## config.mk

```make
export PLATFORM = sky130hd
export DESIGN_NAME = modelo_carga_baterias
export DESIGN_NICKNAME = d
export VERILOG_FILES = /design/src/rtl/baterias_pkg.sv /design/src/rtl/prescaler_tick.sv /design/src/rtl/modelo_carga_baterias.sv
export SDC_FILE = /design/constraint.sdc
export NUM_CORES = 1
export LEC_CHECK = 0
export BUFFER_PORTS_ARGS = -buffer_cell sky130_fd_sc_hd__clkbuf_2
export CAP_MARGIN = 40
export CORE_MARGIN = 5
export CORE_UTILIZATION = 30
export CTS_CLUSTER_DIAMETER = 60
export CTS_CLUSTER_SIZE = 12
export DETAILED_ROUTE_END_ITERATION = 6
export GPL_TIMING_DRIVEN = 0
export SLEW_MARGIN = 40
export SYNTH_ARGS = -nofsm -noshare
export SYNTH_HDL_FRONTEND = slang
export SYNTH_SLANG_ARGS = --single-unit
```

## constraint.sdc

```tcl
create_clock -name clk -period 5 [get_ports clk]
set_clock_uncertainty 0.05 [all_clocks]
set_input_delay 1 -clock clk [delete_from_list [all_inputs] [get_ports clk]]
set_output_delay 1 -clock clk [all_outputs]
set_load 0.01 [all_outputs]
```

## src/rtl/baterias_pkg.sv

```systemverilog
// Shared types and constants for the dual-battery charge model.
// Holds the FSM state encoding, charge width/limits and saturating helpers.
package baterias_pkg;

  localparam int CW = 4;

  localparam logic [CW-1:0] CARGA_MAX = 4'd15;
  localparam logic [CW-1:0] CARGA_MIN = 4'd0;

  typedef enum logic [2:0] {
    REPOSO      = 3'd0,
    DESCARGA_B1 = 3'd1,
    DESCARGA_B2 = 3'd2,
    SWITCH      = 3'd3,
    CARGA       = 3'd4,
    AGOTADO     = 3'd5
  } estado_t;

  function automatic logic [CW-1:0] sat_inc(
    input logic [CW-1:0] v
  );
    return (v == CARGA_MAX) ? CARGA_MAX : v + 1'b1;
  endfunction

  function automatic logic [CW-1:0] sat_dec(
    input logic [CW-1:0] v
  );
    return (v == CARGA_MIN) ? CARGA_MIN : v - 1'b1;
  endfunction

endpackage

```

## src/rtl/prescaler_tick.sv

```systemverilog
// Free-running prescaler: counts 0..TICK_DIV-1 and flags the last count.
// Ports: clk, rst_n (sync, active-low), tick (high when cnt == TICK_DIV-1).
module prescaler_tick #(
  parameter int TICK_DIV = 4
) (
  input  logic clk,
  input  logic rst_n,
  output logic tick
);

  localparam int W = (TICK_DIV > 2) ? $clog2(TICK_DIV) : 1;

  logic [W-1:0] cnt;

  assign tick = (cnt == W'(TICK_DIV - 1));

  always_ff @(posedge clk) begin
    if (!rst_n)
      cnt <= '0;
    else if (tick)
      cnt <= '0;
    else
      cnt <= cnt + 1'b1;
  end

endmodule

```

## src/rtl/modelo_carga_baterias.sv

```systemverilog
// Dual-battery charge model: discharge under load, switchover, charging.
// Ports: clk, rst_n, cargador_on, consumo_on -> two charge levels,
// bateria_activa, estado, lleno, agotado, paso (step-valid pulse).
module modelo_carga_baterias
  import baterias_pkg::*;
#(
  parameter int TICK_DIV      = 4,
  parameter int CARGA_INICIAL = 15
) (
  input  logic          clk,
  input  logic          rst_n,
  input  logic          cargador_on,
  input  logic          consumo_on,
  output logic [CW-1:0] carga_bateria1,
  output logic [CW-1:0] carga_bateria2,
  output logic          bateria_activa,
  output logic [2:0]    estado,
  output logic          lleno,
  output logic          agotado,
  output logic          paso
);

  localparam logic [CW-1:0] C_INI = CW'(CARGA_INICIAL);

  logic          tick;
  estado_t       st, st_n;
  logic [CW-1:0] c1, c1_n;
  logic [CW-1:0] c2, c2_n;
  logic          act, act_n;
  logic [CW-1:0] c_act;

  prescaler_tick #(
    .TICK_DIV(TICK_DIV)
  ) u_pre (
    .clk  (clk),
    .rst_n(rst_n),
    .tick (tick)
  );

  always_ff @(posedge clk) begin
    if (!rst_n) begin
      st   <= REPOSO;
      c1   <= C_INI;
      c2   <= C_INI;
      act  <= 1'b0;
      paso <= 1'b0;
    end else begin
      st   <= st_n;
      c1   <= c1_n;
      c2   <= c2_n;
      act  <= act_n;
      paso <= tick;
    end
  end

  assign c_act = act ? c2 : c1;

  always_comb begin
    st_n  = st;
    c1_n  = c1;
    c2_n  = c2;
    act_n = act;
    if (tick) begin
      if (cargador_on) begin
        st_n = CARGA;
        // Lower battery charges first; bat1 wins a tie.
        if (c1 <= c2)
          c1_n = sat_inc(c1);
        else
          c2_n = sat_inc(c2);
      end else if (st == AGOTADO) begin
        st_n = AGOTADO;
      end else if (consumo_on) begin
        if (c1 == CARGA_MIN && c2 == CARGA_MIN) begin
          st_n = AGOTADO;
        end else if (c_act != CARGA_MIN) begin
          if (act) begin
            st_n = DESCARGA_B2;
            c2_n = sat_dec(c2);
          end else begin
            st_n = DESCARGA_B1;
            c1_n = sat_dec(c1);
          end
        end else begin
          // Active is empty, other is not: swap, no drain this step.
          st_n  = SWITCH;
          act_n = ~act;
        end
      end else begin
        st_n = REPOSO;
      end
    end
  end

  always_comb begin
    carga_bateria1 = c1;
    carga_bateria2 = c2;
    bateria_activa = act;
    estado         = st;
    lleno   = (c1 == CARGA_MAX) && (c2 == CARGA_MAX);
    agotado = (c1 == CARGA_MIN) && (c2 == CARGA_MIN);
  end

endmodule

```

After elaboration in Yosys (flattened, before gate mapping)
Cells that the tools add are included.

cells by class
  add/subtract/negate cells = 5
  multipliers = 0
  divide/modulo/power cells = 0
  $lt $le $gt $ge = 1
  eq/ne operators = 9
  shift operators = 0
  multiplexer cells = 25
  bitwise logic cells = 6
  reduce and logical (&&, ||, !) cells = 12

operators by type and width
  cell                   number
  $mux W4                19
  $mux W3                5
  $reduce_and A7 Y1      2
  $add A4 B1 Y4 const B  2
  $eq A4 B4 Y1 const B   2
  $logic_not A4 Y1       2
  $ne A2 B2 Y1 const B   4
  $sub A4 B1 Y4 const B  2
  $not A1 Y1             6
  $reduce_and A6 Y1      1
  $reduce_bool A2 Y1     3
  $le A4 B4 Y1           1
  $reduce_bool A4 Y1     1
  $eq A3 B3 Y1 const B   1
  $add A2 B1 Y2 const B  1
  $eq A2 B2 Y1 const B   1
  $logic_and A1 B1 Y1    2
  $mux W2                1
  $ne A2 B1 Y1 const B   1
  $reduce_or A2 Y1       1

word-level totals
  register bits after elaboration = 15
  latch bits = 0
  memory bits (writable) = 0
  ROM bits = 0
  input port bits = 4
  output and inout port bits = 15
  logic and storage cells = 64
  memories = 0

Logic depth before layout (Yosys ltp)
  depth after elaboration = 8
  mapped depth = 8
  mapped depth without buffers = 7

Cells and area by module
From an unflattened synthesis, not the netlist that was laid out.

second synthesis, totals
  cell total of the unflattened synthesis = 144
  area total of the unflattened synthesis = 1,166.1 um^2

by module, submodules not included
  module                 instances  cells each  area each (um^2)  sequential area each (um^2)
  modelo_carga_baterias  1          139         1,092.3           260.2
  prescaler_tick         1          5           73.8              40.0

Least setup slack after synthesis
Ideal clock, no wire load.

  path type = register -> output
  start = register c2[0], in the netlist carga_bateria2[0]
  end = output agotado
  data arrival time = 1.378 ns
  required time = 3.950 ns
  slack = 2.572 ns
  stages on the path, launching flop included = 5
  path buffers = 0
  cells stage by stage = dfxtp_1 > inv_1 > ha_1 > or4b_4 > nor2_1

between the ends
  cells in the longest elaborated chain, start to end = 2

RTL lines
  element                 line                          source
  start, declared         modelo_carga_baterias.sv:28   logic [CW-1:0] c2, c2_n;
  start signal, assigned  modelo_carga_baterias.sv:50   c2 <= c2_n;
  $logic_not A4 Y1        modelo_carga_baterias.sv:101  agotado = (c1 == CARGA_MIN) && (c2 == CARGA_MIN);
  $logic_and A1 B1 Y1     modelo_carga_baterias.sv:101
  end, declared           modelo_carga_baterias.sv:19   output logic agotado,

Every way passes these cells.

Worst setup path after layout
Ends and elaborated chain as after synthesis.

==> flow_summary.ini <==
[synth]
syn-cell-area_um2 = 1120
ys_ff_latch = 15
synthDistinctLibCells = 46
netlist_instances = 138
synth-edff-count = 0
synth-main-ff-cell = dfxtp_1
async_flop_share_pct = 0
syn_avg_cell_area_um2 = 8.12
ys_warn_count = 0
yosysSeqAreaShare_pct = 26.8
synthesis.nets = 152

[power_and_ir_drop]
power_density_nw_per_um2 = 197
pwr-share-seq_pct = 48.2
p_int_mw = 0.190
pwr-share-clk_pct = 39.4
vdd_drop_max_v = 0.0000661
p_leak_nw = 0.604
p_sw_mw = 0.0689
p_comb_share_pct = 12.4
switching_share_pct = 26.6

[grt]
grt_antenna_before_repair = 0
grt_max_degree = 11
grt_pass1_vias = 1135
grt-ovfl-total = 0
grt_first_pass_wirelength_mm = 5.09
grtUsageTotal_pct = 12.5

[critical_path]
worst-path-max-fanout = 8
cp_num_buf_inv = 2
critPathKind = reg -> out
crit_arrival_ns = 1.83
cp.depth = 5
max_stage_delay_ns = 0.49
path_delay_family = simple AND/OR/NAND/NOR gates
crit_path_end_kind = output pin
crit_chain = inv_1, ha_1, or4b_4, nor2_1, clkbuf_2
cp-start-kind = register
critPathSlowestCell = or4b_4
required_ns = 3.95
rr_worst_depth = 7

[floorplanning]
start_util_pct = 30.9
dieArea_um2 = 5060
core_area_um2 = 3630
io_pins = 19
die_y_um = 71.1
die_x_um = 71.1
rows = 22

[timing]
drv_slew = 0
timing.final.crit_share_pct = 57.6
tightestPinTransition_ns = 0.553
finalHoldViolCount = 0
hold_ws_ns = 0.385
tns_ns = 0
setup_viol = 0
timing.fmax_ghz = 0.347
rsz0062_at_grt = false
fin_crit_ns = 2.88
relSlewSlack_pct = 63.1

[detailed_routing]
dr.pass1.iters = 4
wl_mm = 3.01
wl_per_cell_um = 14.5
vias_per_cell = 5.55
ant_nets = 0
drc = 0
drtIter0Drc = 70
routed-via-count = 1154

[placed_design]
placement.io_buffers = 18
dp.cells = 204
gp_congestion = 0.827
hpwl_mm = 2.26

[cells_and_area]
n_antenna_cell = 0
fin_nets = 175
drive_gt1_share_pct = 20.0
area_growth_pct = 17.5
final_cells = 208

[clock_network]
cts_hold_buf = 0
htreeDepth = 1
post_cts_buffers = 0
ctsResizeCount = 0
cts_sinks = 15
path_clk_slew_ns = 0.07
cts_tree = yes
clock_path_buffers = 2
cts-buffers-inserted = 3
clkLatencyLatePin_ns = 0.25
cts_root_buf = clkbuf_8

[worst_hold_path]
hp-class = reg -> reg
worst_hold_path.num_cells = 1

[run_status]
status = completed

[run]
cap_violations = 0
-- placed cells by master (no fill, tap or decap), types with 4 or more instances in the layout --
| cell | count |
|---|---|
| clkbuf_1 | 5 |
| clkbuf_2 | 18 |
| nand2_1 | 10 |
| mux2i_1 | 4 |
| nor3_1 | 4 |
| ha_1 | 10 |
| a21oi_1 | 6 |
| nor2_1 | 10 |
| o21ai_0 | 9 |
| inv_1 | 11 |
| nand3_1 | 5 |
| dfxtp_1 | 15 |
-- through the flow --
stage                     power, mW  setup WS (ns)  instance area, µm²  util (%)
after global routing          0.273           2.00                1320      36.3
after CTS                     0.262           2.12                1320      36.3
after detailed placement      0.160           2.34                1270      35.0
after floorplan               0.149           2.57                1120         -
final                         0.259           2.12                1320      36.3
after global placement        0.159           2.30                1270      35.0
-- state kept, by name, summed over array words and instances, names as in the netlist --
signal / cells
carga_bateria2: 4
bateria_activa: 1
carga_bateria1: 4
paso: 1
estado: 3
u_pre.cnt: 2
-- cell families (layout without fill, tap and decap cells) --
kind of cell,count (synthesis),in the layout,share of synthesized area (%)
flip-flops,15,15,26.8
AO/OA/AOI/OAI,38,38,24.2
AND/OR/NAND/NOR,50,50,24.8
adder cells (fa/ha/maj),10,10,11.2
multiplexers,6,6,5.58
buffers and inverters,19,41,7.48
-- path summary, 6_finish.rpt --
path / from / end / slack, ns
max: carga_bateria2[0] / agotado / 2.12
min: u_pre.cnt[0] / u_pre.cnt[0] / 0.39
max reg2reg: carga_bateria1[0] / carga_bateria2[2] / 2.61
min reg2reg: u_pre.cnt[0] / u_pre.cnt[0] / 0.39
-- synthesized netlist by cell type (2+ instances only) --
| cell type | instances | area share [%] |
|---|---|---|
| o21ai_0 | 9 | 4.0 |
| clkbuf_1 | 5 | 1.7 |
| ha_1 | 10 | 11 |
| nand3b_1 | 2 | 1.3 |
| nor3_1 | 4 | 1.8 |
| and3_1 | 2 | 1.1 |
| nand4_1 | 3 | 1.7 |
| nor2_1 | 10 | 3.3 |
| o211ai_1 | 3 | 2.0 |
| inv_1 | 11 | 3.7 |
| nand2b_1 | 3 | 1.7 |
| nor2b_1 | 2 | 1.1 |
| dfxtp_1 | 15 | 27 |
| a2111oi_0 | 3 | 2.3 |
| o32a_1 | 2 | 1.8 |
| nand2_1 | 10 | 3.3 |
| a31oi_1 | 2 | 1.1 |
| a21oi_1 | 6 | 2.7 |
| mux2i_1 | 4 | 3.6 |
| mux2_2 | 2 | 2.0 |
| nand3_1 | 5 | 2.2 |
-- metal layers --
metal / vias to the layer above / global-route usage [%] / routed length [µm]
met1: 557 / 15.5 / 1380
met3: 7 / 2.13 / 132
met4: 0 / 5.64 / 70
met2: 29 / 20.9 / 1430
met5: - / 0 / 0
li1: 561 / - / -
-- power groups by stage --
stage | combinational [mW] | sequential [mW] | clock (mW)
2_1_floorplan | 0.0213 | 0.128 | 0
3_3_place_gp | 0.0313 | 0.128 | 0
3_5_place_dp | 0.0323 | 0.128 | 0
4_1_cts | 0.0324 | 0.125 | 0.104
5_1_grt | 0.0369 | 0.125 | 0.111
6_report | 0.0322 | 0.125 | 0.102
-- layout make-up --
class / count / area (µm²)
Buffer: 8 / 42.5
Multi-Input combinational cell: 104 / 737
Inverter: 11 / 41.3
Fill cell: 407 / 2320
Clock buffer: 3 / 41.3
Timing Repair Buffer: 18 / 90.1
Sequential cell: 15 / 300
Clock inverter: 1 / 5.00
Tap cell: 48 / 60.1
Power figures use the tool's default switching activity.
